## src/rtl/divide.sv

```systemverilog
`default_nettype none
// +--------------------------------------------------------------------------+
// | Module   : divide                                                        |
// | Purpose  : RV64M divide/remainder unit (DIV/DIVU/REM/REMU + W forms).    |
// |            Iterative radix-2 restoring divider, one quotient bit per     |
// |            cycle, one operation in flight.                               |
// | Options  : DIV_FAST_SPECIAL_EN - divide-by-zero and signed overflow are  |
// |            resolved at accept and skip the iterative path.               |
// | Revision : 1.0 - initial release                                         |
// +--------------------------------------------------------------------------+
module divide #(
  parameter int XLEN = 64
) (
  input  logic            clk,
  input  logic            reset,
  input  logic [XLEN-1:0] opr_a_i,
  input  logic [XLEN-1:0] opr_b_i,
  input  logic            div_instr_i,
  input  logic [3:0]      div_func_i,
  input  logic            word_op_i,
  input  logic            flush_i,
  input  logic            kill_i,
  output logic [XLEN-1:0] div_res_o,
  output logic            valid_res_o,
  output logic            div_busy_o
);

  localparam int HALF = XLEN / 2;
  localparam int CW   = $clog2(XLEN);

  // Function encodings shared with the issue stage (RISC-V funct3 in low bits).
  localparam logic [3:0] OP_DIV  = 4'b0100;
  localparam logic [3:0] OP_DIVU = 4'b0101;
  localparam logic [3:0] OP_REM  = 4'b0110;
  localparam logic [3:0] OP_REMU = 4'b0111;

  typedef enum logic [1:0] {
    S_IDLE   = 2'd0,
    S_SETUP  = 2'd1,
    S_DIVIDE = 2'd2,
    S_FINISH = 2'd3
  } state_t;

  state_t          state_q, state_d;
  logic [XLEN-1:0] a_q, a_d;         // raw captured dividend
  logic [XLEN-1:0] b_q, b_d;         // raw captured divisor
  logic [3:0]      func_q, func_d;
  logic            word_q, word_d;
  logic [XLEN-1:0] quo_q, quo_d;     // dividend shifts out the top, quotient shifts in
  logic [XLEN-1:0] rem_q, rem_d;     // partial remainder, always < |b|
  logic [XLEN-1:0] babs_q, babs_d;   // |b|
  logic            negq_q, negq_d;
  logic            negr_q, negr_d;
  logic [CW-1:0]   cnt_q, cnt_d;
  logic            div0_q, div0_d;
  logic            ovf_q, ovf_d;
  logic [XLEN-1:0] res_q, res_d;
  logic            valid_q, valid_d;

  function automatic logic is_signed_op(input logic [3:0] f);
    return (f == OP_DIV) || (f == OP_REM);
  endfunction

  function automatic logic is_rem_op(input logic [3:0] f);
    return (f == OP_REM) || (f == OP_REMU);
  endfunction

  // W-forms operate on the low half, sign- or zero-extended to full width.
  function automatic logic [XLEN-1:0] ext_op(input logic [XLEN-1:0] x,
                                             input logic word, input logic sgn);
    if (!word) return x;
    if (sgn)   return {{HALF{x[HALF-1]}}, x[HALF-1:0]};
    return {{HALF{1'b0}}, x[HALF-1:0]};
  endfunction

  // Returns {div_by_zero, signed_overflow} for the given raw operands.
  function automatic logic [1:0] special_detect(input logic [XLEN-1:0] a,
                                                input logic [XLEN-1:0] b,
                                                input logic [3:0] f,
                                                input logic word);
    logic            sgn;
    logic [XLEN-1:0] ae, be, minv;
    logic            z, o;
    sgn  = is_signed_op(f);
    ae   = ext_op(a, word, sgn);
    be   = ext_op(b, word, sgn);
    minv = word ? {{(HALF+1){1'b1}}, {(HALF-1){1'b0}}} : {1'b1, {(XLEN-1){1'b0}}};
    z    = (be == '0);
    o    = sgn && !z && (ae == minv) && (be == '1);
    return {z, o};
  endfunction

  // Intermediate values for the FSM/datapath process.
  logic            sgn_w;
  logic [XLEN-1:0] a_ext_w, b_ext_w, abs_a_w, abs_b_w;
  logic            a_neg_w, b_neg_w;
  logic [XLEN:0]   rem_sh_w;
  logic            ge_w;
  logic [XLEN-1:0] q_fin_w, r_fin_w, sel_w;
  logic [1:0]      spec_w;
  logic [1:0]      spec_in_w;

  // Next-state, datapath and result computation.
  always_comb begin
    state_d  = state_q;
    a_d      = a_q;
    b_d      = b_q;
    func_d   = func_q;
    word_d   = word_q;
    quo_d    = quo_q;
    rem_d    = rem_q;
    babs_d   = babs_q;
    negq_d   = negq_q;
    negr_d   = negr_q;
    cnt_d    = cnt_q;
    div0_d   = div0_q;
    ovf_d    = ovf_q;
    res_d    = res_q;
    valid_d  = 1'b0;

    sgn_w     = is_signed_op(func_q);
    a_ext_w   = ext_op(a_q, word_q, sgn_w);
    b_ext_w   = ext_op(b_q, word_q, sgn_w);
    a_neg_w   = sgn_w & a_ext_w[XLEN-1];
    b_neg_w   = sgn_w & b_ext_w[XLEN-1];
    abs_a_w   = a_neg_w ? -a_ext_w : a_ext_w;
    abs_b_w   = b_neg_w ? -b_ext_w : b_ext_w;
    spec_w    = special_detect(a_q, b_q, func_q, word_q);
    spec_in_w = special_detect(opr_a_i, opr_b_i, div_func_i, word_op_i);

    rem_sh_w  = {rem_q, quo_q[XLEN-1]};
    ge_w      = (rem_sh_w >= {1'b0, babs_q});

    q_fin_w   = negq_q ? -quo_q : quo_q;
    r_fin_w   = negr_q ? -rem_q : rem_q;
    if (div0_q) begin
      q_fin_w = '1;
      r_fin_w = a_ext_w;
    end else if (ovf_q) begin
      q_fin_w = a_ext_w;
      r_fin_w = '0;
    end
    sel_w = is_rem_op(func_q) ? r_fin_w : q_fin_w;

    case (state_q)
      S_IDLE: begin
        if (div_instr_i && !kill_i && !flush_i) begin
          a_d    = opr_a_i;
          b_d    = opr_b_i;
          func_d = div_func_i;
          word_d = word_op_i;
`ifdef DIV_FAST_SPECIAL_EN
          div0_d  = spec_in_w[1];
          ovf_d   = spec_in_w[0];
          state_d = (spec_in_w != 2'b00) ? S_FINISH : S_SETUP;
`else
          state_d = S_SETUP;
`endif
        end
      end
      S_SETUP: begin
        // W-form dividend sits in the upper half so the MSB to consume is always the top bit.
        quo_d   = word_q ? (abs_a_w << HALF) : abs_a_w;
        rem_d   = '0;
        babs_d  = abs_b_w;
        negq_d  = a_neg_w ^ b_neg_w;
        negr_d  = a_neg_w;
        cnt_d   = word_q ? CW'(HALF - 1) : CW'(XLEN - 1);
        div0_d  = spec_w[1];
        ovf_d   = spec_w[0];
        state_d = flush_i ? S_IDLE : S_DIVIDE;
      end
      S_DIVIDE: begin
        rem_d = ge_w ? (rem_sh_w[XLEN-1:0] - babs_q) : rem_sh_w[XLEN-1:0];
        quo_d = {quo_q[XLEN-2:0], ge_w};
        cnt_d = cnt_q - 1'b1;
        if (flush_i)            state_d = S_IDLE;
        else if (cnt_q == '0)   state_d = S_FINISH;
      end
      S_FINISH: begin
        state_d = S_IDLE;
        if (!flush_i) begin
          res_d   = word_q ? {{HALF{sel_w[HALF-1]}}, sel_w[HALF-1:0]} : sel_w;
          valid_d = 1'b1;
        end
      end
      default: state_d = S_IDLE;
    endcase
  end

`ifndef DIV_FAST_SPECIAL_EN
  // Accept-time detection is only consumed by the fast-special build.
  logic unused_spec_in_w;
  assign unused_spec_in_w = ^spec_in_w;
`endif

  // State and datapath registers with synchronous reset.
  always_ff @(posedge clk) begin
    if (reset) begin
      state_q <= S_IDLE;
      a_q     <= '0;
      b_q     <= '0;
      func_q  <= '0;
      word_q  <= 1'b0;
      quo_q   <= '0;
      rem_q   <= '0;
      babs_q  <= '0;
      negq_q  <= 1'b0;
      negr_q  <= 1'b0;
      cnt_q   <= '0;
      div0_q  <= 1'b0;
      ovf_q   <= 1'b0;
      res_q   <= '0;
      valid_q <= 1'b0;
    end else begin
      state_q <= state_d;
      a_q     <= a_d;
      b_q     <= b_d;
      func_q  <= func_d;
      word_q  <= word_d;
      quo_q   <= quo_d;
      rem_q   <= rem_d;
      babs_q  <= babs_d;
      negq_q  <= negq_d;
      negr_q  <= negr_d;
      cnt_q   <= cnt_d;
      div0_q  <= div0_d;
      ovf_q   <= ovf_d;
      res_q   <= res_d;
      valid_q <= valid_d;
    end
  end

  assign div_res_o   = res_q;
  assign valid_res_o = valid_q;
  assign div_busy_o  = (state_q != S_IDLE);

endmodule
`default_nettype wire
```

## config.mk

```make
export PLATFORM = sky130hd
export DESIGN_NAME = divide
export DESIGN_NICKNAME = d
export VERILOG_FILES = /design/src/rtl/divide.sv
export SDC_FILE = /design/constraint.sdc
export NUM_CORES = 2
export LEC_CHECK = 0
export BUFFER_PORTS_ARGS = -buffer_cell sky130_fd_sc_hd__buf_4
export CAP_MARGIN = 20
export CORE_MARGIN = 2
export CORE_UTILIZATION = 50
export DETAILED_ROUTE_END_ITERATION = 7
export PLACE_DENSITY = 0.72
export REMOVE_ABC_BUFFERS = 1
export SETUP_SLACK_MARGIN = 0.3
export SLEW_MARGIN = 20
export SYNTH_ARGS = -nofsm -noshare
export SYNTH_HDL_FRONTEND = slang
export SYNTH_SLANG_ARGS = --single-unit
```

## constraint.sdc

```tcl
create_clock -name clk -period 3.4 [get_ports clk]
set_input_delay 0.17 -clock clk [delete_from_list [all_inputs] [get_ports clk]]
set_output_delay 0.17 -clock clk [all_outputs]
set_load 0.02 [all_outputs]
```

Word-level counts from Yosys, hierarchy flattened --
Index checks and enable logic that the tools add are counted.
Word-level totals: register bits after elaboration 402, output and inout port bits 66
Cells by class: magnitude comparators 1, add/subtract/negate cells 6, reduce and logical (&&, ||, !) cells 19, eq/ne operators 10, bitwise logic cells 5, multiplexer cells 33
Operators with widths (count):
- 64-bit 2-to-1 mux | 20
- 64-bit negation | 4
- 64-bit one-hot mux with 2 select lines | 2
- 65-bit by 64-bit greater-or-equal comparator with 1-bit output | 1
- 64-bit == test | 1
- 64-bit == test (second input constant) | 1
- 64-bit zero test | 1
- 64-bit subtractor | 1
- 63-bit 2-to-1 mux | 1
- 4-bit by 3-bit == test with 1-bit output (second input constant) | 3
- 6-bit one-hot mux with 2 select lines | 1
- 2-bit 2-to-1 mux | 4
- 2-bit one-hot mux with 4 select lines | 1
- 6-bit zero test | 1
- 6-bit 2-to-1 mux | 1
- 2-bit AND reduction | 3
- 6-bit by 1-bit subtractor with 6-bit output (second input constant) | 1
- 1-bit logical AND | 5
- 2-bit == test (second input constant) | 2
- 2-bit nonzero test | 2
- 1-bit zero test | 3
- 1-bit 2-to-1 mux | 3
- 3-bit inequality test (second input constant) | 1
- 1-bit bitwise AND | 2
- 7 further kinds | 9

Longest topological paths before layout --
depth after elaboration 11, mapped depth 15, mapped depth without buffers 14

Least setup slack after synthesis --
No wires, ideal clock.
kind reg-to-reg, start register quo_q[63], end register rem_q[60], path buffers 0, setup time 0.060 ns, setup slack 0.304 ns, stages on the path, launching flop included 15, period minus slack after synthesis 3.096 ns, arrival 3.036 ns, path through dfxtp_1 inv_1 ha_1 inv_1 fa_1 a21o_1 a221oi_1 o211ai_1 a21oi_1 o2111ai_1 nand2_1 a21oi_1 mux2i_1 or4_1 nand2_1
Between the ends: word-level cells in the longest chain between the ends 3, elaborated cells between the ends (all ways) 4, those cells by class 1 x add/sub; 1 x order compare; 2 x mux
Ends and longest elaborated chain:
- start: declaration | line 49 | logic [XLEN-1:0] quo_q, quo_d;
- start signal: assignment | line 221 | quo_q <= quo_d;
- 64-bit subtractor / 65-bit by 64-bit greater-or-equal comparator with 1-bit output (equally long branches) | line 174, 132
- 64-bit 2-to-1 mux (*) | line 174 | rem_d = ge_w ? (rem_sh_w[XLEN-1:0] - babs_q) : rem_sh_w[XLEN-1:0];
- 64-bit one-hot mux with 2 select lines (*) | line 145 | case (state_q)
- end signal: assignment | line 222 | rem_q <= rem_d;
- end: declaration | line 50 | logic [XLEN-1:0] rem_q, rem_d;
Every way passes the cells marked *; elsewhere a longest branch is shown, timed or not. A chain may end at the register's enable or synchronous reset.

Final worst setup path --
start register babs_q[2], end register rem_q[6]
Between the ends: word-level cells in the longest chain between the ends 3, elaborated cells between the ends (all ways) 4, those cells by class 1 x add/sub; 1 x order compare; 2 x mux
Ends and longest elaborated chain:
- start: declaration | line 51 | logic [XLEN-1:0] babs_q, babs_d;
- start signal: assignment | line 223 | babs_q <= babs_d;
- 64-bit subtractor / 65-bit by 64-bit greater-or-equal comparator with 1-bit output (equally long branches) | line 174, 132
- 64-bit 2-to-1 mux (*) | line 174
- 64-bit one-hot mux with 2 select lines (*) | line 145
Marks and branches as above.

==> parameters.txt <==
Parameter                              Value

Status
  Outcome    finished, violations left
  Violations in the final reports    negative setup slack

Drt
  Routed length per instance    22.70 um
  Total wire length    111.7 mm
  Detail-routed via count per cell    approximately 6.3
  DRC violation total after the first TritonRoute iteration    3,664
  Vias    30.84k
  DRC Markers    0
  Antenna viol nets, final    0
  Detailed-router iteration count before antenna repair    8

Die
  Die width    between 200 and 250 um
  Number of placement rows    85
  Core Region    53,920 sq um
  Die height    237.7 um
  Total die area    56,520 sq um
  Starting density of the core    between 50% and 60%
  Number of placed I/O pins    around 200

Synthesis
  Syn. warnings    0
  Synth Area in Compound Gates    a little over a quarter
  Cell types with the largest area share after synthesis    dfxtp_1 29%, nand2_1 7.4%, a21oi_1 6.7%
  Fraction of synthesis flops using an asynchronous set or reset pin    0%
  Most instantiated library cell after synthesis    nand2_1
  Cell variety after synth    93
  Combinational family with the most area after synthesis    compound AO/OA/AOI/OAI gates
  Netlist Area Pre-Place    27,320 sq um
  Most used flip-flop cell after synthesis    dfxtp_1
  Synthesized area per cell    about 7.3 sq um
  Parity-gate share of the synthesized area counting xor and xnor cells    approximately 8.9%
  Number of synthesized flops with an enable pin    0
  Number of instances in the synthesized netlist    between 3k and 4k
  Most frequent cells after synthesis    540 x nand2_1, 402 x dfxtp_1, 386 x nor2_1
  Multiplexer share of the synthesized area    2.789%
  Total of flip-flops plus latches after synthesis    between 400 and 500
  Simple-gate share of the synthesized area    22.87%
  Synth Area in Adders    under 10%
  Sequential share of the synthesized area    ~29%
  Cell type contributing the most total cell area after synthesis    dfxtp_1
  Post-synth top area share    between 20% and 30%

STA
  Post-route minimum period    between 3000 and 4000 ps
  Worst max-slew margin expressed relative to the limit    between 30% and 40%
  Upper clock frequency limit    293.0 MHz
  Max-slew violations    0
  Final Setup Violations    1
  Share of the clock period used by the worst path after layout    100.4%
  Number of hold violations in the final report    0
  Post-route worst setup slack    -12.61 ps
  Setup repair after global routing missed its margin    yes
  Setup skew after layout    41.48 ps
  Actual transition at the worst max-transition pin    927.3 ps

Worst setup path
  Endpoint required time on the critical path    3860 ps
  CP max-delay cell    a2111o_1
  Number of cells on the critical path    14
  R2R Path Start    babs_q[2]
  Data arrival time of the critical path    3880 ps
  Capturing instance or port of the critical path    rem_q[6]
  Family with the most delay on the worst path    compound AO/OA/AOI/OAI gates
  Number of cells on the worst reg-to-reg path    14
  RR Endpoint    rem_q[6]
  Critical path, cell by cell    inv_2 > ha_4 > o211ai_1 > a21oi_4 > o211ai_1 > a311o_1 > a2111o_1 > a21o_1 > a21oi_2 > a211o_4 > buf_6 > buf_6 > mux2i_1 > o21ai_0
  Start-to-end type of the worst setup path    reg2reg
  Reg-to-reg slack, setup    -10 ps
  Crit path launch    babs_q[2]
  Worst path buffer plus inverter count    3
  Critical path fanouts, max    8
  Startpoint kind of the worst setup timing path    flop
  Crit path capture type    flop
  Max stage delay on crit path    approximately 500 ps

Place
  Post-placement setup slack    -18.85 ps
  Gpl congestion    approximately 1.1
  Placement-stage cell area    31,090 sq um
  Count of buffers from port buffering    just over 200
  Placed wire-length estimate after detailed placement    about 80 mm

Clock network
  Master cell of the clock root buffer    clkbuf_16
  CTS buffer count    46
  Count of clock tree sinks    about 400
  Number of H-tree branching levels    2
  Reg clk slew, reported paths    60 ps
  Buffer depth of the longest clock path    3
  Clock tree from TritonCTS    yes
  Clock latency reported for the late side of the worst-skew pair    630 ps

Finish
  Area growth from synthesis to layout    29.55%
  Register cell area after layout    8073 sq um
  Area of the multi-input gates    18,800 sq um
  Fraction of final layout cells with drive strength greater than 1    20.34%
  # fillers    4,611
  Net count of the finished layout    4,400
  Area of all placed cells without fillers    around 35,000 sq um

Global route
  GRT Util Overall    37.94%
  Number of antenna violations at the first check in global routing    3
  Maximum number of pins on one net before global-route repair    115
  First-pass GRT wire length    167.6 mm
  Via count of the first global-routing pass    28.39k
  Leftover overflow at the end of global routing    0

Power and ir drop
  Total power density per cell area    412.2 nW/um^2
  Worst VDD drop    0.0003949 V
  Static power due to leakage    14.25 nW
  Total Power    14.59 mW

Worst hold path
  Hold crit path type    in2reg

Job
  Number of maximum-capacitance violations    0
-- how the worst min path moves through the flow --
stage	depth (start not counted)	from	end	slack [ps]
floorplan	1	reset	babs_q[57]	230
global placement	3	opr_a_i[41]	a_q[41]	420
detailed placement	3	opr_b_i[46]	b_q[46]	420
CTS	2	reset	babs_q[24]	60
global route	2	reset	babs_q[38]	90
finish	2	reset	b_q[22]	60
-- what timing repair did --
item                                    CTS  global route
endpoints found under the setup margin   98           134
endpoints found under the hold margin   135             0
resized for setup                        81           142
pin swaps                                26            67
gates cloned                              1             2
buffers inserted                          9            27
hold buffers                            134             0
-- per-layer routing --
metal,GRT usage [%],vias to the layer above,share of wire (%)
li1,-,14260,-
met2,58.86,1742,44
met4,24.60,4,8.0
met3,9.012,458,9.9
met1,47.11,14380,38
met5,0,-,0.030
-- worst reg2reg max path, cell delays in order (launching register included) --
cell and delay [ps]:
dfxtp_2 350, inv_2 60, ha_4 270, o211ai_1 170, a21oi_4 200, o211ai_1 130
a311o_1 350, a2111o_1 500, a21o_1 230, a21oi_2 170, a211o_4 250, buf_6 130
buf_6 120, mux2i_1 220, o21ai_0 120
-- power breakdown --
| group | switching (mW) | internal [mW] |
|---|---|---|
| Clock | 2.21 | 2.97 |
| Combinational | 2.46 | 1.79 |
| Sequential | 0.241 | 4.92 |
-- cell usage in the layout (no fill, tap or decap), drive strengths merged, types with 51 or more instances in the layout --
cell,instances
nor2,386
nor3,77
xnor2,166
o21ai,300
a21oi,371
xor2,113
nor4,53
mux2i,75
ha,75
a211oi,66
nand4,51
clkbuf,65
buf,551
nand2,541
inv,113
dfxtp,402
dlygate4sd3,134
-- logic make-up after synthesis --
logic type | after synthesis
and+or+nand+nor | 1352
AOI/OAI and AO/OA | 1156
buffers and inverters | 404
DFF | 402
xor gates and xnor gates | 279
muxes | 76
adders and majority gates | 76
-- cell type report --
class / count / area share, %
diodes: 3 / 0.02121
clock buffers: 64 / 3.758
clock inverters: 21 / 0.5763
inverters: 111 / 1.177
multi-input cells: 2939 / 53.11
flip-flops and latches: 402 / 22.81
well taps: 696 / 2.461
repair buffers: 686 / 16.08
-- through the flow --
step | TNS, ps | util, % | cells | hold WS [ps]
finish | -12.61 | 65.64 | 4922 | 59.69
global route | -1067 | 65.62 | 4919 | 93.70
CTS | 0 | 64.06 | 4890 | 60.50
detailed placement | -36.99 | 57.67 | 4661 | 424.1
global placement | 0 | 57.67 | 4661 | 418.7
floorplan | -495710 | - | 3452 | 234.6
-- state kept, by name, summed over array words and instances (netlist names), 2 cells and up --
| signal | count |
|---|---|
| cnt_q | 6 |
| func_q | 4 |
| rem_q | 64 |
| state_q | 2 |
| b_q | 64 |
| quo_q | 64 |
| div_res_o | 64 |
| babs_q | 64 |
| a_q | 64 |
(Power assumes the default switching activity.)
